===== src/rtl/select_arb.sv =====
// N-channel registered selector: picks one requesting channel per cycle by
// fixed priority, round-robin or forced index, and registers its word.
module select_arb #(
  parameter int WIDTH = 8,
  parameter int NCH   = 4,
  parameter int IDXW  = $clog2(NCH)
) (
  input  logic                 clk,
  input  logic                 rst_n,
  input  logic [NCH*WIDTH-1:0] in_data,
  input  logic [NCH-1:0]       in_valid,
  output logic [NCH-1:0]       in_ready,
  input  logic                 mode,
  input  logic                 force_en,
  input  logic [IDXW-1:0]      force_sel,
  output logic [WIDTH-1:0]     out_data,
  output logic                 out_valid,
  input  logic                 out_ready,
  output logic [IDXW-1:0]      out_sel
);

  // Handshake: a channel transfers when in_valid[i] && in_ready[i]; the output
  // word transfers when out_valid && out_ready. in_ready is one-hot or zero.

  logic [NCH-1:0]   elig;
  logic             any_elig;
  logic             load;
  logic [IDXW-1:0]  grant_idx;
  logic [IDXW-1:0]  ptr;
  logic [WIDTH-1:0] grant_data;
  int               rr_idx;

  assign load     = !out_valid || out_ready;
  assign any_elig = |elig;

  // A force_sel beyond the last channel matches nothing, leaving elig empty.
  always_comb begin
    elig = '0;
    for (int i = 0; i < NCH; i++)
      elig[i] = in_valid[i] && (!force_en || (int'(force_sel) == i));
  end

  // Searching from the far end lets the nearest eligible channel win last.
  always_comb begin
    grant_idx = '0;
    rr_idx    = 0;
    if (!mode) begin
      for (int i = NCH - 1; i >= 0; i--)
        if (elig[i]) grant_idx = IDXW'(i);
    end else begin
      for (int k = NCH; k >= 1; k--) begin
        rr_idx = (int'(ptr) + k) % NCH;
        if (elig[rr_idx]) grant_idx = IDXW'(rr_idx);
      end
    end
  end

  always_comb begin
    grant_data = '0;
    for (int i = 0; i < NCH; i++)
      if (grant_idx == IDXW'(i)) grant_data = in_data[i*WIDTH +: WIDTH];
  end

  always_comb begin
    in_ready = '0;
    for (int i = 0; i < NCH; i++)
      in_ready[i] = rst_n && load && any_elig && (grant_idx == IDXW'(i));
  end

  // ptr starts at the last channel so the first round-robin grant is ch0.
  always_ff @(posedge clk or negedge rst_n) begin
    if (!rst_n) begin
      out_valid <= 1'b0;
      out_data  <= '0;
      out_sel   <= '0;
      ptr       <= IDXW'(NCH - 1);
    end else if (load) begin
      if (any_elig) begin
        out_valid <= 1'b1;
        out_data  <= grant_data;
        out_sel   <= grant_idx;
        ptr       <= grant_idx;
      end else begin
        out_valid <= 1'b0;
      end
    end
  end

endmodule


===== config.mk =====
export PLATFORM = sky130hd
export DESIGN_NAME = select_arb
export DESIGN_NICKNAME = d
export VERILOG_FILES = /design/src/rtl/select_arb.sv
export SDC_FILE = /design/constraint.sdc
export NUM_CORES = 1
export LEC_CHECK = 0
export ABC_AREA = 1
export CORE_ASPECT_RATIO = 0.7
export CORE_MARGIN = 8
export CORE_UTILIZATION = 36
export CTS_BUF_LIST = sky130_fd_sc_hd__clkbuf_8 sky130_fd_sc_hd__clkbuf_16
export CTS_CLUSTER_DIAMETER = 120
export DETAILED_ROUTE_END_ITERATION = 6
export PLACE_DENSITY = 0.81
export SLEW_MARGIN = 10
export SYNTH_ARGS = -nofsm -noshare
export SYNTH_HDL_FRONTEND = slang
export SYNTH_SLANG_ARGS = --single-unit
export TNS_END_PERCENT = 30

===== constraint.sdc =====
create_clock -name clk -period 2.7 [get_ports clk]
set_input_delay 0.81 -clock clk [delete_from_list [all_inputs] [get_ports clk]]
set_output_delay 0.81 -clock clk [all_outputs]
set_load 0.01 [all_outputs]

-- Word-level counts from Yosys, hierarchy flattened
Index checks and enable logic that the tools add are counted.
- add/sub/neg operators: 4
- multipliers: 0
- divide/modulo/power cells: 0
- order comparisons: 4
- equal/unequal tests: 6
- shift-type cells: 0
- muxes and demuxes: 26
- bitwise logic cells: 4
- reductions and logical operators: 25
- operators with widths (cell ; count):
    8-bit two-way mux ; 4
    2-bit two-way mux ; 9
    3-bit by 4-bit less-than comparator with 1-bit output (second input constant) ; 4
    1-bit logical AND ; 10
    1-bit two-way mux ; 9
    1-bit binary-select mux with 2-bit select ; 4
    2-bit equality test (second input constant) ; 4
    2-bit OR reduction ; 4
    1-bit logical OR ; 5
    2-bit by 1-bit adder with 2-bit output (second input constant) ; 2
    2-bit adder (second input constant) ; 2
    1-bit bitwise AND (first input constant) ; 4
    2-bit by 1-bit equality test with 1-bit output (second input constant) ; 2
    2-bit zero test ; 2
    4-bit OR reduction ; 1
    1-bit zero test ; 2
    2-bit AND reduction ; 1
- register bits after elaboration: 13
- latch bits: 0
- memory bits (writable): 0
- memory bits (read-only): 0
- input bits: 43
- output and inout bits: 15
- memories: 0

-- Logic depth before layout (Yosys ltp)
- depth after elaboration: 16
- gate-level depth with buffers: 19
- depth with buffers taken out: 18

-- Worst setup path before layout
OpenSTA, ideal clock, no wires.
- path kind: input-to-output
- start point: in force_sel[0]
- end point: out in_ready[0]
- arrival: 2056 ps
- data required time: 1890 ps
- slack: -166 ps
- cell stages on the path: 12
- path through: o21ai_1 > nand3_1 > nand2_1 > nand2_1 > nand2_1 > clkinv_1 > nand2_2 > a21boi_2 > nand2_4 > nand2_4 > buf_4 > nor3_1
- cells in the longest elaborated chain, start to end: 13
- elaborated cells between the ends (all ways): 37
- ends and longest elaborated chain (item ; RTL line ; RTL):
    start, declared ; 15 ; input logic [IDXW-1:0] force_sel,
    2-bit equality test, or another cell as far along ; 40 ; elig[i] = in_valid[i] && (!force_en || (int'(force_sel) == i));
    1-bit logical OR ; 40 ;
    1-bit logical AND ; 40 ;
    1-bit binary-select mux with 2-bit select ; 53 ; if (elig[rr_idx]) grant_idx = IDXW'(rr_idx);
    1-bit two-way mux (implied by the code) (2 in series) ; 53 ;
    2-bit two-way mux (4 in series) ; 53 ;
    2-bit two-way mux ; 47 ; if (!mode) begin
    2-bit zero test ; 67 ; in_ready[i] = rst_n && load && any_elig && (grant_idx == IDXW'(i));
    1-bit logical AND * ; 67 ;
    end, declared ; 12 ; output logic [NCH-1:0] in_ready,
Every way passes the cells marked *; elsewhere a longest branch is shown, timed or not. The select of a mux whose other input is x is not followed.

-- Final worst setup path
- start point: in force_sel[0]
- end point: out in_ready[2]
- cells in the longest elaborated chain, start to end: 13
- elaborated cells between the ends (all ways): 37
- ends and longest elaborated chain (item ; RTL line):
    2-bit equality test, or another cell as far along ; 40
    1-bit logical OR ; 40
    1-bit logical AND ; 40
    1-bit binary-select mux with 2-bit select ; 53
    1-bit two-way mux (implied by the code) (2 in series) ; 53
    2-bit two-way mux (4 in series) ; 53
    2-bit two-way mux ; 47
    2-bit equality test ; 67
    1-bit logical AND * ; 67
Marks and branches as above.

==> flow_summary.json <==
{
  "skew_ns": 0.00337,
  "end_kind": "output pin",
  "seq_power_share_pct": 17.7,
  "regArea_sq_um": 328,
  "n_antenna_cell": 0,
  "power_mw": 2.12,
  "syn_to_final_growth_pct": 93.6,
  "grt_use_total_pct": 14.8,
  "cp_data_required_time_ns": 1.89,
  "synth_area_per_cell_sq_um": 6.47,
  "reg2reg_depth": 17,
  "grt_max_degree": 15,
  "grt_pass1_wl_mm": 6.66,
  "cts-htree-levels": 1,
  "finalHoldViolCount": 0,
  "synth-seq-cells": 13,
  "cts_buffer_depth": 2,
  "timing_worst_setup_path_type": "primary input to output pin",
  "drt-total-wl_mm": 4.57,
  "vias": 1512,
  "powerDensity_nw_per_um2": 957,
  "worst_pin_slew_ns": 0.318,
  "clk_pin_slew_ns": 0.05,
  "outcome": "complete, but fails checks",
  "slew_headroom_pct": 78.8,
  "ys_seq_area_share_pct": 28.6,
  "r2r_slack_ns": 0.24,
  "ir_worst_vdd_mv": 0.567,
  "die_area_sq_um": 5270,
  "multi_input_area_sq_um": 943,
  "drive_gt1_share_pct": 38.7,
  "cts_tree": "done",
  "drc_errors": 0,
  "placement_rows": 17,
  "drt-initial-drc-count": 96,
  "pwr-share-comb_pct": 74.4,
  "synth-warning-count": 0,
  "ant_nets": 0,
  "netSwitchingFraction_pct": 48.1,
  "power_switching_mw": 1.02,
  "grt_pass1_vias": 1461,
  "fmax_mhz": 335,
  "grt-ovfl-total": 0,
  "startpoint_type": "primary input",
  "numCtsBuffers": 3,
  "port_buffers": 57,
  "synth.cell_area_sq_um": 1140,
  "chipWidth_um": 83.4,
  "cts-root-buf": "clkbuf_8",
  "gp_congestion": 0.914,
  "fin_nets": 300,
  "core_sq_um": 3080,
  "post-route-period-util_pct": 111,
  "p_clk_share_pct": 7.9,
  "syn_inst": 177,
  "ys_types": 24,
  "timing.rr.start": "ptr[0]$_DFFE_PN1P_",
  "die_height_um": 63.2,
  "place_inst": 285,
  "drv_slew": 0,
  "min_path_cells": 2,
  "fillers": 223,
  "dpl.hpwl_mm": 3.19,
  "first_pass_iters": 4,
  "finalSetupViolCount": 4,
  "antenna_found_initial": 0,
  "fin_ws_ns": -0.284,
  "startpoint": "force_sel[0]",
  "clk_latency_ns": 0.24,
  "syn_nets": 220,
  "arrival_ns": 2.17,
  "cts_sinks": 13,
  "final_cell_mix": "clkdlybuf4s50_1 (46), nand2_1 (35), buf_4 (25), nand4_1 (21), nand2_2 (16)",
  "avgRoutedWirePerCell_um": 15.5,
  "hp-class": "flip-flop to flip-flop",
  "intPower_mw": 1.10,
  "cts_hold_buf": 0,
  "final_cells": 294,
  "initial_core_util_pct": 37.1,
  "cap_violations": 0,
  "rsz0062_at_grt": "true",
  "final_common_cell": "clkdlybuf4s50_1",
  "vias_per_cell": 5.14,
  "hold_path.startpoint": "out_sel[1]$_DFFE_PN0P_",
  "leakage_nw": 1.05,
  "violations": "negative setup slack",
  "pre_cts_slack_ns": -1.21,
  "ios": 58,
  "fin_crit_ns": 2.98,
  "path_max_fanout": 6
}
## critical path, cell delays in order
cell and delay [ns]:
buf_12 0.12, inv_8 0.04, nand2_4 0.05, nand2_4 0.08, nand2_2 0.07, nand2_2 0.13, nand3_2 0.11, nand2_2 0.13
inv_2 0.05, nand3_2 0.06, nand2_2 0.06, nand2_4 0.10, nand2_8 0.08, nor3_2 0.15, buf_2 0.15
## routing by layer
layer | GRT usage [%] | wire length [um]
met1 | 19.6 | 2110
met2 | 23.0 | 2140
met3 | 3.21 | 253
met4 | 5.24 | 70
met5 | 0 | 0
## power by group through the flow
| stage | clock (mW) | sequential, mW | combinational, mW |
|---|---|---|---|
| floorplan | 0 | 0.380 | 0.744 |
| global placement | 0 | 0.360 | 1.23 |
| detailed placement | 0 | 0.362 | 1.25 |
| CTS | 0.173 | 0.365 | 1.31 |
| global route | 0.178 | 0.390 | 1.69 |
| finish | 0.167 | 0.376 | 1.58 |
## synth_stat cells
cell type	number	area share (%)
buf_6	2	2.0
inv_1	15	4.9
clkinv_1	2	0.66
a21oi_1	1	0.44
nor2_1	10	3.3
nand4_1	21	11
nand2_4	3	3.0
o21ai_2	3	2.3
a21boi_1	1	0.66
dfstp_2	2	4.6
a21boi_2	1	0.98
inv_2	2	0.66
o21ai_0	8	3.5
buf_4	2	1.3
clkbuf_1	2	0.66
nand3_1	20	8.7
o21ai_1	2	0.87
dfrtp_1	11	24
buf_2	2	0.87
nand3_2	2	1.7
xor2_2	1	1.4
nor3_1	3	1.3
nand2_2	3	1.6
nand2_1	58	19
## registers in the layout, indices dropped and copies added, names as in the netlist
register / flops
out_data: 8
out_sel: 2
ptr: 2
out_valid: 1
## stage by stage
stage / utilization [%] / hold slack (ns) / area (sq um) / setup TNS, ns
after floorplan: - / 0.514 / 1210 / -0.190
after global placement: 62.6 / 0.462 / 1930 / -7.04
after detailed placement: 62.6 / 0.468 / 1930 / -7.81
after CTS: 66.0 / 0.481 / 2040 / -1.17
after global routing: 71.8 / 0.523 / 2220 / -1.34
final: 71.8 / 0.482 / 2220 / -1.04
## worst paths after layout
kind                                            to
setup reg to reg           out_data[4]$_DFFE_PN0P_
hold reg to reg             out_sel[1]$_DFFE_PN0P_
setup / recovery                       in_ready[2]
hold / removal              out_sel[1]$_DFFE_PN0P_
min in group asynchronous    out_valid$_DFFE_PN0N_
max in group asynchronous       ptr[0]$_DFFE_PN1P_
## logic make-up after synthesis
kind of cell / Yosys count / synth area share, %
AO/OA/AOI/OAI: 16 / 8.74
XOR/XNOR: 1 / 1.42
buffers and inverters: 27 / 11.0
AND/OR/NAND/NOR: 120 / 50.2
flip-flops: 13 / 28.6
## what timing repair did
| action | 4_1_cts | 5_1_grt |
|---|---|---|
| resized for setup | 52 | 46 |
| setup endpoints to repair | 12 | 4 |
| pin swaps | 16 | 24 |
| buffers inserted | 2 | 4 |
## layout make-up
cell class                      count  area share [%]
Multi-Input combinational cell    137            42.6
Timing Repair Buffer               83            34.6
Sequential cell                    13            14.8
Inverter                           19            3.78
Tap cell                           38            2.15
Clock buffer                        3            1.86
Clock inverter                      1           0.226
(Power assumes the default switching activity.)
